[config.mk]
export PLATFORM = sky130hd
export DESIGN_NAME = carregador_de_instrucoes
export DESIGN_NICKNAME = d
export VERILOG_FILES = /design/src/rtl/carregador_de_instrucoes.sv
export SDC_FILE = /design/constraint.sdc
export NUM_CORES = 1
export LEC_CHECK = 0
export ABC_AREA = 0
export CORE_MARGIN = 5
export CORE_UTILIZATION = 45
export CTS_CLUSTER_SIZE = 16
export DETAILED_ROUTE_END_ITERATION = 8
export PLACE_DENSITY = 0.67
export SYNTH_ARGS = -nofsm -noshare
export SYNTH_HDL_FRONTEND = slang
export SYNTH_SLANG_ARGS = --single-unit
[constraint.sdc]
create_clock -name clk -period 6.15 [get_ports clk]
set_input_delay 1.845 -clock clk [delete_from_list [all_inputs] [get_ports clk]]
set_output_delay 1.845 -clock clk [all_outputs]
set_load 0.02 [all_outputs]
[src/rtl/carregador_de_instrucoes.sv]
// Boot loader: parses a 16-bit big-endian word-count header, assembles big-endian
// 32-bit instructions from a byte stream and writes them into instruction memory.
module carregador_de_instrucoes #(
    parameter int unsigned RAM_SIZE  = 500,
    parameter int unsigned BASE_ADDR = 0,
    parameter int unsigned CNT_WIDTH = 16
) (
    input  logic                 clk,
    input  logic                 rst,
    input  logic                 start,
    input  logic [7:0]           byte_in,
    input  logic                 byte_valid,
    output logic                 byte_ready,
    output logic                 mem_we,
    output logic [31:0]          mem_addr,
    output logic [31:0]          mem_datain,
    output logic                 cpu_halt,
    output logic                 busy,
    output logic                 done,
    output logic                 error,
    output logic [CNT_WIDTH-1:0] words_loaded
);

    typedef enum logic [2:0] {
        S_IDLE,
        S_LEN_HI,
        S_LEN_LO,
        S_RECV,
        S_WRITE,
        S_DONE,
        S_ERROR
    } state_t;

    state_t               state_q;
    logic [7:0]           len_hi_q;
    logic [CNT_WIDTH-1:0] length_q;
    logic [1:0]           bcnt_q;
    logic [23:0]          word_q;

    logic                 byte_ready_q;
    logic                 mem_we_q;
    logic [31:0]          mem_addr_q;
    logic [31:0]          mem_datain_q;
    logic                 cpu_halt_q;
    logic                 busy_q;
    logic                 done_q;
    logic                 error_q;
    logic [CNT_WIDTH-1:0] words_q;

    logic                 xfer;
    logic [15:0]          hdr_d;
    logic [31:0]          word_d;
    logic [CNT_WIDTH-1:0] words_d;

    assign xfer    = byte_valid & byte_ready_q;
    assign hdr_d   = {len_hi_q, byte_in};
    assign word_d  = {word_q, byte_in};
    assign words_d = words_q + CNT_WIDTH'(1);

    always_ff @(posedge clk) begin
        if (rst) begin
            state_q      <= S_IDLE;
            len_hi_q     <= 8'd0;
            length_q     <= '0;
            bcnt_q       <= 2'd0;
            word_q       <= 24'd0;
            byte_ready_q <= 1'b0;
            mem_we_q     <= 1'b0;
            mem_addr_q   <= 32'(BASE_ADDR);
            mem_datain_q <= 32'd0;
            cpu_halt_q   <= 1'b1;
            busy_q       <= 1'b0;
            done_q       <= 1'b0;
            error_q      <= 1'b0;
            words_q      <= '0;
        end else begin
            mem_we_q <= 1'b0;
            case (state_q)
                S_IDLE, S_DONE, S_ERROR: begin
                    if (start) begin
                        state_q      <= S_LEN_HI;
                        words_q      <= '0;
                        done_q       <= 1'b0;
                        error_q      <= 1'b0;
                        mem_addr_q   <= 32'(BASE_ADDR);
                        cpu_halt_q   <= 1'b1;
                        busy_q       <= 1'b1;
                        byte_ready_q <= 1'b1;
                    end
                end
                S_LEN_HI: begin
                    if (xfer) begin
                        len_hi_q <= byte_in;
                        state_q  <= S_LEN_LO;
                    end
                end
                S_LEN_LO: begin
                    if (xfer) begin
                        length_q <= CNT_WIDTH'(hdr_d);
                        if (hdr_d == 16'd0) begin
                            state_q      <= S_DONE;
                            done_q       <= 1'b1;
                            busy_q       <= 1'b0;
                            cpu_halt_q   <= 1'b0;
                            byte_ready_q <= 1'b0;
                        end else if (32'(hdr_d) > RAM_SIZE) begin
                            // Oversized program: refuse it before any memory write.
                            state_q      <= S_ERROR;
                            error_q      <= 1'b1;
                            busy_q       <= 1'b0;
                            cpu_halt_q   <= 1'b1;
                            byte_ready_q <= 1'b0;
                        end else begin
                            state_q <= S_RECV;
                            bcnt_q  <= 2'd0;
                        end
                    end
                end
                S_RECV: begin
                    if (xfer) begin
                        word_q <= word_d[23:0];
                        bcnt_q <= bcnt_q + 2'd1;
                        if (bcnt_q == 2'd3) begin
                            mem_datain_q <= word_d;
                            mem_we_q     <= 1'b1;
                            byte_ready_q <= 1'b0;
                            state_q      <= S_WRITE;
                        end
                    end
                end
                S_WRITE: begin
                    mem_addr_q <= mem_addr_q + 32'd1;
                    words_q    <= words_d;
                    if (words_d == length_q) begin
                        state_q    <= S_DONE;
                        done_q     <= 1'b1;
                        busy_q     <= 1'b0;
                        cpu_halt_q <= 1'b0;
                    end else begin
                        state_q      <= S_RECV;
                        byte_ready_q <= 1'b1;
                        bcnt_q       <= 2'd0;
                    end
                end
                default: state_q <= S_IDLE;
            endcase
        end
    end

    assign byte_ready   = byte_ready_q;
    assign mem_we       = mem_we_q;
    assign mem_addr     = mem_addr_q;
    assign mem_datain   = mem_datain_q;
    assign cpu_halt     = cpu_halt_q;
    assign busy         = busy_q;
    assign done         = done_q;
    assign error        = error_q;
    assign words_loaded = words_q;

endmodule
==> metrics.log <==
INFO  metric synthMostInstantiatedCell = sky130_fd_sc_hd__nand2_1
INFO  metric via_per_inst = ~5.6
INFO  metric area_delta_synth_final = 25.34%
INFO  metric fraction_of_final_layout_cells_sized_beyond_drive_strength_1 = 0.07520
INFO  metric first_pass_iters = 5
INFO  metric worst_r2r_setup_slack = around 2.5 ns
INFO  metric finalHoldViolations = 0
INFO  metric post_cts.repair.setup_buffers = 0
INFO  metric finalClockSkew = around 0.0071 ns
INFO  metric cts-hold-fix-buffers = 0
INFO  metric maximum_number_of_pins_on_one_net_before_global_route_repair = between 70 and 80
INFO  metric launching_point_of_the_worst_reg2reg_path = words_loaded[0]
INFO  metric count_of_input_and_output_buffers = 97
INFO  metric synth_nets = 825
INFO  metric cts.path.max_buffers = 2
INFO  metric global_route_wire_length_before_repair = 28350 um
INFO  metric dr_vias = ~6000
INFO  metric yosys_warnings = 0
INFO  metric drc_errors = 0
INFO  metric power.total = about 2.1 mW
INFO  metric cp_slowest_stage_delay = 0.57 ns
INFO  metric multi_input_area = between 3000 and 4000 um^2
INFO  metric synth_sequential_area_ratio = 0.4335
INFO  metric core_region_area = ~14000 um^2
INFO  metric power-per-cell-area = about 260 nW/um^2
INFO  metric tritoncts_clock_tree = built
INFO  metric peakVddDrop = 193.7 uV
INFO  metric run_status = completed
INFO  metric grt_overflow_total = 0
INFO  metric area.sequential = approximately 2800 um^2
INFO  metric worstRegToRegCells = 9
INFO  metric totalNegativeSetupSlack = 0 ns
INFO  metric design.portCount = roughly 100
INFO  metric setup-violations-final = 0
INFO  metric clock_insertion_delay_worst_skew = 0.42 ns
INFO  metric die_w = 129.4 um
INFO  metric fp.dieH = roughly 130 um
INFO  metric route.detailed.wl_per_inst = roughly 16 um
INFO  metric end_kind = flop
INFO  metric cell_chain_of_the_critical_path = clkdlybuf4s50_1 -> inv_1 -> maj3_1 -> nor2b_1 -> a21o_1 -> o21ai_0 -> a22oi_1 -> nor2_1
INFO  metric finalCriticalPeriod = approximately 3.8 ns
INFO  metric reported_max_cap_violation_count = 0
INFO  metric edff_count_synth = 0
INFO  metric setup_slack = between 2 and 2.5 ns
INFO  metric setup.worst_path.end = words_loaded[15]
INFO  metric holdCritPathClass = reg -> reg
INFO  metric async_reset_ff_frac = 0
INFO  metric grt_setup_unrepaired = false
INFO  metric synthesis.instances = 810
INFO  metric finalNetCount = approximately 900
INFO  metric critPathMaxFanout = 19
INFO  metric cts_buffers = 17
INFO  metric critPathRequiredTime = between 6 and 7 ns
INFO  metric post_synth_instance_area = 6419 um^2
INFO  metric nFillCells = ~1300
INFO  metric tightest_slew = ~1.1 ns
INFO  metric gpl.final_weighted_congestion = 0.8597
INFO  metric arrival = between 4 and 5 ns
INFO  metric synth_largest_type_area_fraction = 0.4335
INFO  metric synth_seq_cells = approximately 140
INFO  metric yosysTopAreaCell = sky130_fd_sc_hd__dfxtp_1
INFO  metric die_area = approximately 17000 um^2
INFO  metric detail_route.wirelength = ~17000 um
INFO  metric antennaDiodeCount = 0
INFO  metric crit_path_start = start
INFO  metric cts_root_buffer = sky130_fd_sc_hd__clkbuf_16
INFO  metric critical_path.startpoint_type = input pin
INFO  metric period_share = 0.6200
INFO  metric max_slew_violation_total_from_the_final_report = 0
INFO  metric synth.area.top_cells = sky130_fd_sc_hd__dfxtp_1 43%, sky130_fd_sc_hd__nand2_1 9.4%, sky130_fd_sc_hd__a21oi_1 8.0%
INFO  metric placement_rows = 43
INFO  metric post_placement_worst_setup_slack = between 1.5 and 2 ns
INFO  metric maxSlewHeadroom = 0.2355
INFO  metric slowest_stage = sky130_fd_sc_hd__clkdlybuf4s50_1
INFO  metric ctsResizeCount = 0
INFO  metric synth.avg_cell_area = 7.924 um^2
INFO  metric start_util = 0.4606
INFO  metric clkSlewWorstSetupHoldPaths = 0.06 ns
INFO  metric dr.first_iter.drc_count = between 400 and 500
INFO  metric drtAntennaViolNets = 0
INFO  metric grt_pass1_vias = between 5000 and 6000
INFO  metric r2r_end = state_q[2]
INFO  metric h-tree-depth = 4
INFO  metric top_cells_by_count_synth = 161 x sky130_fd_sc_hd__nand2_1, 139 x sky130_fd_sc_hd__dfxtp_1, 102 x sky130_fd_sc_hd__a21oi_1
INFO  metric total_leakage_power = roughly 2.6 nW
INFO  metric global_route.usage.total = 0.2109
INFO  metric synth_top_flop_cell = sky130_fd_sc_hd__dfxtp_1
INFO  metric crit_type = in -> reg
INFO  metric dpl.hpwl = 11660 um
INFO  metric grt_antenna_before_repair = 0
INFO  metric ys_types = 64
INFO  metric max_freq = 0.2622 GHz
INFO  metric tritoncts_num_sinks = ~140
[power breakdown]
group	switching (mW)	leakage [nW]	internal, mW
combinational	0.0793	1.24	0.0402
clock	0.421	0.281	0.608
sequential	0.0124	1.12	0.909
total	0.512	2.64	1.56
[layout by cell type, fill, tap and decap left out, drive strengths merged, types with 4 or more instances in the layout]
| master | Yosys | routed |
|---|---|---|
| nand2b | 7 | 7 |
| mux2i | 25 | 25 |
| a311oi | 13 | 13 |
| or3 | 8 | 8 |
| nor2b | 4 | 4 |
| nor2 | 79 | 79 |
| and3 | 10 | 10 |
| inv | 9 | 15 |
| xnor2 | 14 | 14 |
| nand2 | 161 | 161 |
| nand3 | 33 | 33 |
| a21oi | 102 | 102 |
| dfxtp | 139 | 139 |
| nor4 | 8 | 8 |
| clkdlybuf4s50 | 0 | 96 |
| or2 | 10 | 10 |
| buf | 7 | 7 |
| nand3b | 4 | 4 |
| clkbuf | 47 | 19 |
| a31oi | 7 | 7 |
| xor2 | 4 | 4 |
| nand4 | 10 | 10 |
| mux2 | 7 | 7 |
| o21ai | 32 | 32 |
| and2 | 5 | 5 |
| or4 | 4 | 4 |
| nor3 | 21 | 21 |
[through the flow]
step	hold slack (ns)	cell area, um^2	std cells	utilization
after floorplan	0.4321	6419	810	-
after global placement	0.4421	7456	1039	0.5351
after detailed placement	0.4475	7456	1039	0.5351
after CTS	0.4554	8045	1071	0.5774
after global routing	0.4771	8045	1071	0.5774
final	0.4526	8045	1071	0.5774
[how the worst min path moves through the flow]
stage,from,to,slack [ns],depth (start not counted)
after detailed placement,word_q[23],word_q[23],0.45,2
after global placement,mem_datain[30],mem_datain[30],0.44,2
after global routing,word_q[22],word_q[22],0.48,2
after floorplan,word_q[16],mem_datain[24],0.43,2
final,mem_datain[29],mem_datain[29],0.45,2
after CTS,word_q[23],word_q[23],0.46,2
[worst max-delay path, delay by kind of cell]
| kind | cells | cell delay [ns] |
|---|---|---|
| compound gates | 3 | 0.96 |
| fa+ha+maj | 1 | 0.35 |
| simple gates | 2 | 0.25 |
| buf+inv | 2 | 0.68 |
[logic make-up (layout without fill, tap and decap cells)]
family / Yosys count / in the layout / synth area share
AND/OR/NAND/NOR: 372 / 372 / 0.2743
AO/OA/AOI/OAI: 181 / 181 / 0.1669
flip-flops: 139 / 139 / 0.4335
buffers and inverters: 63 / 144 / 0.03860
multiplexers: 32 / 32 / 0.05127
XOR/XNOR: 19 / 19 / 0.02807
adder cells (fa/ha/maj): 4 / 4 / 0.007408
[sequential cells by signal (all words and copies together) (netlist names)]
name,count
bcnt_q,2
busy,1
byte_ready,1
cpu_halt,1
done,1
error,1
len_hi_q,8
length_q,16
mem_addr,32
mem_datain,32
mem_we,1
state_q,3
word_q,24
words_loaded,16
[layout make-up]
cell class,count,area share
multi-input cells,608,0.4227
flip-flops and latches,139,0.3459
repair buffers,103,0.1260
clock buffers,19,0.05381
well taps,180,0.02799
clock inverters,13,0.01944
inverters,9,0.004199
[routing by layer]
layer	wire, um	share of wire	vias to the layer above	GRT usage
met5	0	0	-	0
met4	488	0.028	0	0.09474
met3	1132	0.065	43	0.05523
met2	8151	0.47	187	0.3284
met1	7682	0.44	2825	0.2760
li1	-	-	2962	-
(Power assumes the default switching activity.)
